File: src/rtl/lap_hold_bcd.sv
// Stopwatch display stage: binary seconds to BCD, lap freeze, and a small
// lap memory with sequential recall. All outputs are registered on counter_clk.
module lap_hold_bcd #(
    parameter int DEPTH = 4,
    parameter int IDXW  = 2
) (
    input  logic            counter_clk,
    input  logic            filtered_rst,
    input  logic            clr_pulse,
    input  logic            lap_pulse,
    input  logic            recall_pulse,
    input  logic [3:0]      cnt_min,
    input  logic [7:0]      cnt_sec,
    input  logic [3:0]      cnt_tenth,
    output logic [3:0]      dig_min,
    output logic [3:0]      dig_sec_t,
    output logic [3:0]      dig_sec_o,
    output logic [3:0]      dig_tenth,
    output logic            frozen,
    output logic [IDXW-1:0] recall_idx,
    output logic [IDXW:0]   lap_count,
    output logic            lap_full,
    output logic            sec_err
);

    typedef enum logic [1:0] {
        LIVE   = 2'd0,
        FROZEN = 2'd1,
        RECALL = 2'd2
    } state_t;

    localparam logic [IDXW:0] FULL_CNT = (IDXW+1)'(DEPTH);

    state_t          r_state;
    logic [15:0]     r_mem [DEPTH];
    logic [3:0]      r_dig_min, r_dig_sec_t, r_dig_sec_o, r_dig_tenth;
    logic            r_frozen, r_lap_full, r_sec_err;
    logic [IDXW-1:0] r_recall_idx;
    logic [IDXW:0]   r_lap_count;

    logic [3:0]      w_sec_t;
    logic [7:0]      w_rem;
    logic            w_sec_bad;
    logic [15:0]     w_live;
    logic            w_wr;
    logic [IDXW-1:0] w_idx_nxt;
    logic            w_idx_last;
    logic [15:0]     w_rd_first, w_rd_next;

    // Compare/subtract chain instead of a divider; out-of-range saturates to 59.
    always_comb begin
        w_sec_bad = (cnt_sec > 8'd59);
        w_sec_t   = 4'd0;
        w_rem     = cnt_sec;
        if (w_sec_bad) begin
            w_sec_t = 4'd5;
            w_rem   = 8'd9;
        end else if (cnt_sec >= 8'd50) begin
            w_sec_t = 4'd5;
            w_rem   = cnt_sec - 8'd50;
        end else if (cnt_sec >= 8'd40) begin
            w_sec_t = 4'd4;
            w_rem   = cnt_sec - 8'd40;
        end else if (cnt_sec >= 8'd30) begin
            w_sec_t = 4'd3;
            w_rem   = cnt_sec - 8'd30;
        end else if (cnt_sec >= 8'd20) begin
            w_sec_t = 4'd2;
            w_rem   = cnt_sec - 8'd20;
        end else if (cnt_sec >= 8'd10) begin
            w_sec_t = 4'd1;
            w_rem   = cnt_sec - 8'd10;
        end
    end

    assign w_live     = {cnt_min, w_sec_t, w_rem[3:0], cnt_tenth};
    assign w_wr       = (r_state == LIVE) && !clr_pulse && lap_pulse && !r_lap_full;
    assign w_idx_nxt  = r_recall_idx + 1'b1;
    assign w_idx_last = ({1'b0, r_recall_idx} == (r_lap_count - 1'b1));
    assign w_rd_first = r_mem[0];
    assign w_rd_next  = r_mem[w_idx_nxt];

    // Memory carries no reset; it is only ever shown for indices below lap_count.
    always_ff @(posedge counter_clk) begin
        if (w_wr)
            r_mem[r_lap_count[IDXW-1:0]] <= w_live;
    end

    always_ff @(posedge counter_clk or posedge filtered_rst) begin
        if (filtered_rst) begin
            r_state      <= LIVE;
            r_dig_min    <= 4'd0;
            r_dig_sec_t  <= 4'd0;
            r_dig_sec_o  <= 4'd0;
            r_dig_tenth  <= 4'd0;
            r_frozen     <= 1'b0;
            r_recall_idx <= '0;
            r_lap_count  <= '0;
            r_lap_full   <= 1'b0;
            r_sec_err    <= 1'b0;
        end else begin
            r_sec_err <= w_sec_bad;
            if (clr_pulse) begin
                r_state      <= LIVE;
                r_frozen     <= 1'b0;
                r_recall_idx <= '0;
                r_lap_count  <= '0;
                r_lap_full   <= 1'b0;
                {r_dig_min, r_dig_sec_t, r_dig_sec_o, r_dig_tenth} <= w_live;
            end else begin
                case (r_state)
                    LIVE: begin
                        if (lap_pulse) begin
                            r_state  <= FROZEN;
                            r_frozen <= 1'b1;
                            {r_dig_min, r_dig_sec_t, r_dig_sec_o, r_dig_tenth} <= w_live;
                            if (!r_lap_full) begin
                                r_lap_count <= r_lap_count + 1'b1;
                                r_lap_full  <= ((r_lap_count + 1'b1) == FULL_CNT);
                            end
                        end else if (recall_pulse && (r_lap_count != '0)) begin
                            r_state      <= RECALL;
                            r_frozen     <= 1'b1;
                            r_recall_idx <= '0;
                            {r_dig_min, r_dig_sec_t, r_dig_sec_o, r_dig_tenth} <= w_rd_first;
                        end else begin
                            {r_dig_min, r_dig_sec_t, r_dig_sec_o, r_dig_tenth} <= w_live;
                        end
                    end
                    FROZEN: begin
                        if (lap_pulse) begin
                            r_state  <= LIVE;
                            r_frozen <= 1'b0;
                            {r_dig_min, r_dig_sec_t, r_dig_sec_o, r_dig_tenth} <= w_live;
                        end else if (recall_pulse && (r_lap_count != '0)) begin
                            r_state      <= RECALL;
                            r_recall_idx <= '0;
                            {r_dig_min, r_dig_sec_t, r_dig_sec_o, r_dig_tenth} <= w_rd_first;
                        end
                    end
                    RECALL: begin
                        if (lap_pulse || (recall_pulse && w_idx_last)) begin
                            r_state      <= LIVE;
                            r_frozen     <= 1'b0;
                            r_recall_idx <= '0;
                            {r_dig_min, r_dig_sec_t, r_dig_sec_o, r_dig_tenth} <= w_live;
                        end else if (recall_pulse) begin
                            r_recall_idx <= w_idx_nxt;
                            {r_dig_min, r_dig_sec_t, r_dig_sec_o, r_dig_tenth} <= w_rd_next;
                        end
                    end
                    default: begin
                        r_state  <= LIVE;
                        r_frozen <= 1'b0;
                    end
                endcase
            end
        end
    end

    assign dig_min    = r_dig_min;
    assign dig_sec_t  = r_dig_sec_t;
    assign dig_sec_o  = r_dig_sec_o;
    assign dig_tenth  = r_dig_tenth;
    assign frozen     = r_frozen;
    assign recall_idx = r_recall_idx;
    assign lap_count  = r_lap_count;
    assign lap_full   = r_lap_full;
    assign sec_err    = r_sec_err;

endmodule

File: config.mk
export PLATFORM = sky130hd
export DESIGN_NAME = lap_hold_bcd
export DESIGN_NICKNAME = d
export VERILOG_FILES = /design/src/rtl/lap_hold_bcd.sv
export SDC_FILE = /design/constraint.sdc
export NUM_CORES = 1
export LEC_CHECK = 0
export BUFFER_PORTS_ARGS = -buffer_cell sky130_fd_sc_hd__buf_2
export CAP_MARGIN = 20
export CORE_ASPECT_RATIO = 1.5
export CORE_MARGIN = 4
export CORE_UTILIZATION = 55
export DETAILED_ROUTE_END_ITERATION = 16
export PLACE_DENSITY_LB_ADDON = 0.25
export SETUP_SLACK_MARGIN = 0.02
export SLEW_MARGIN = 25
export SYNTH_ARGS = -nofsm -noshare
export SYNTH_HDL_FRONTEND = slang
export SYNTH_SLANG_ARGS = --single-unit
File: constraint.sdc
create_clock -name counter_clk -period 7.1 [get_ports counter_clk]
set_input_delay 0.71 -clock counter_clk [delete_from_list [all_inputs] [get_ports counter_clk]]
set_output_delay 0.71 -clock counter_clk [all_outputs]
set_load 0.1 [all_outputs]
==> key figures <==
Run status
  • Status: complete, no violations

Layout
  • Layout Cells excl Fill: 516
  • Most frequent cells in the layout: edfxtp_1 (60), buf_2 (43), nand2_1 (26), dfrtp_1 (25), a21oi_1 (21)
  • Fin util: 0.6447
  • FILL cells: 632
  • Area occupied by multi-input gates: 1979 um2
  • Diode count: 0
  • Most common cell after layout, fill and taps aside: edfxtp_1
  • Nets: 444
  • Finished Cell Area: 5162 um2
  • Ratio of cells with drive above 1 in the final layout: 0.2190
  • Register Area: 2427 um2
  • Layout area overhead: 13.82%

Pwr
  • Peak VDD IR: 0.0001828 V
  • Power per cell area: 279.1 nW/um2
  • Leak Pwr: 1.890 nW

Critical path
  • Combined buffer and inverter count along the critical path: 0
  • Cell with the largest stage delay on the worst path: dfrtp_1
  • CP endpoint kind: flip-flop
  • Critical Path Max Stage Delay: 1.00 ns
  • Worst path top cell family by delay: compound AO/OA/AOI/OAI gates
  • CP Max Fanout: 22
  • Critical path startpoint category: flip-flop
  • Critical path data required time: 7.38 ns
  • Critical-path cell list: xnor2_1, o311ai_4, a211oi_4, or4b_1, o31ai_1, a22o_1
  • CP Data Arrival Time: 3.35 ns
  • Kind of critical path: flip-flop to flip-flop

Floorplan
  • Core footprint: 8008 um2
  • I/O pins: 45
  • Initial Utilization: 0.5664
  • Die Y-Extent: 119.2 um
  • Die Area: 9793 um2
  • Die Wd: 82.15 um
  • # rows: 40

Placement
  • RD Place Congestion: 0.8584
  • Post-DP Area: 4847 um2
  • IO Port Bufs: 43
  • Dpl cells: 500
  • Hpwl dp: 7352 um

Synthesis
  • Syn Area/Cell: 12.33 um2
  • Unique masters post-synth: 61
  • Prevailing post-synth register cell: edfxtp_1
  • Yosys warning total: 0
  • Synth Register Bits: 85
  • Area share of the largest cell type after synthesis: 0.3972
  • Post-synth EDFFs: 60
  • Synth area leader: edfxtp_1
  • Syn nets: 406
  • Seq/Total Area, Yosys: 0.5352
  • Post-synthesis instance area: 4536 um2
  • Post-synthesis cell count: 368
  • Fraction of registers with async set or reset after synthesis: 0.2941
  • Area contributors post-synth: edfxtp_1 (40%), dfrtp_1 (14%), mux4_2 (7.4%)

Clock tree
  • CTS Sinks: 85
  • Clock-pin slew on the worst setup and hold paths: 0.06 ns
  • CTS tree: built
  • CTS buffer count: 9
  • Clock Latency Late Sink: 0.34 ns
  • CTS max path bufs: 2
  • H-tree depth: 3
  • Cts hold-fix bufs: 0
  • CTS Root Cell: clkbuf_16
  • Postcts setup bufs: 0
  • # resized after CTS: 0

Route
  • Detailed-route DRC error count: 0
  • TritonRoute pass-1 iters: 7
  • Average wire per standard cell: 21.05 um
  • Aggregate routed wire length: 10,860 um
  • Vias/cell: 6.421
  • Antenna Nets Post-Route: 0
  • First-iteration detailed-routing DRC count: 217
  • Via count: 3,313

Timing
  • Setup violators final: 0
  • Period utilization: 0.4328
  • Max transition margin: 0.3340
  • RSZ-0062 raised after global routing: no
  • Hold Vio Cnt, Final: 0
  • Slew Limit Fails: 0
  • Post-layout minimum cycle time: 3.073 ns
  • Clock Skews: 0.008085 ns
  • Max Freq: 0.3255 GHz
  • Worst Max-Slew Pin Slew: 0.9990 ns
  • Sum Neg Setup Slack: 0 ns

Global route
  • Vias in the first global route: 3,379
  • Initial antenna violation count: 0
  • Total gr overflow: 0
  • First-pass GRT wire length: 17,480 um
  • GRT Util Overall: 0.2442
  • Largest net degree at the start of global routing: 26

Flow run
  • Max-capacitance violation count: 0

Hold path
  • Min-Delay Path Class: input pin to asynchronous set/reset pin
==> sequential cells by signal, summed over array words and instances, names as in the netlist <==
name,flops
dig_sec_o,4
lap_full,1
r_state,2
r_mem,60
sec_err,1
lap_count,3
dig_min,4
dig_tenth,4
recall_idx,2
dig_sec_t,3
frozen,1
==> area by class of cell <==
class | count | area share
Inverter | 15 | 0.01091
Clock buffer | 9 | 0.04363
Timing Repair Buffer | 48 | 0.04896
Tap cell | 105 | 0.02545
Sequential cell | 85 | 0.4702
Multi-Input combinational cell | 247 | 0.3834
Clock inverter | 7 | 0.01745
==> kinds of logic (layout without fill, tap and decap cells) <==
kind of cell | count (synthesis) | in the layout | synth area share
DFF | 85 | 85 | 0.5352
buffers and inverters | 36 | 79 | 0.03172
adders and majority gates | 17 | 17 | 0.04690
other | 1 | 1 | 0.0008268
xor gates and xnor gates | 9 | 9 | 0.01738
and+or+nand+nor | 86 | 86 | 0.09462
AOI/OAI and AO/OA | 113 | 113 | 0.1843
muxes | 21 | 21 | 0.08910
==> final timing paths <==
path / startpoint / end / slack (ns) / cells past startpoint
setup / recovery: recall_idx[0] / dig_sec_o[1] / 4.03 / 6
hold / removal: filtered_rst / dig_min[2] / 0.43 / 2
setup reg to reg: recall_idx[0] / dig_sec_o[1] / 4.03 / 6
hold reg to reg: dig_tenth[3] / dig_tenth[3] / 0.50 / 2
max in group asynchronous: filtered_rst / sec_err / 6.27 / 2
min in group counter_clk: dig_tenth[3] / dig_tenth[3] / 0.50 / 2
==> through the flow <==
stage / worst slack [ns] / hold WS (ns) / total power, mW
6_report: 4.027 / 0.4281 / 1.441
2_1_floorplan: 3.884 / 0.5521 / 0.8766
3_3_place_gp: 3.868 / 0.4765 / 0.9518
3_5_place_dp: 4.055 / 0.4813 / 0.9593
5_1_grt: 3.859 / 0.4694 / 1.493
4_1_cts: 4.040 / 0.4962 / 1.447
==> layer usage <==
layer / vias up / track usage / share of wire
met4: 0 / 0.1570 / 0.048
li1: 1514 / - / -
met3: 36 / 0.03782 / 0.053
met2: 117 / 0.4130 / 0.54
met5: - / 0 / 0
met1: 1646 / 0.2777 / 0.36
==> where the power goes <==
| part | switching [mW] | internal, mW |
|---|---|---|
| logic | 0.278 | 0.0834 |
| clock network | 0.185 | 0.306 |
| registers | 0.0230 | 0.566 |
| total | 0.486 | 0.955 |
==> cells in the mapped netlist (all sizes together) (4+ instances only) <==
master,instances
o21ai,16
nand3,5
a211oi,4
nand2,26
nor2,18
or3,4
mux2,5
a21oi,21
nor3,11
inv,15
edfxtp,60
and2,7
o31ai,9
ha,17
a221o,6
xnor2,6
mux4,15
a221oi,9
buf,6
clkbuf,15
o22ai,7
o22a,8
dfrtp,25
No activity file was read; power rests on OpenSTA's default activity.
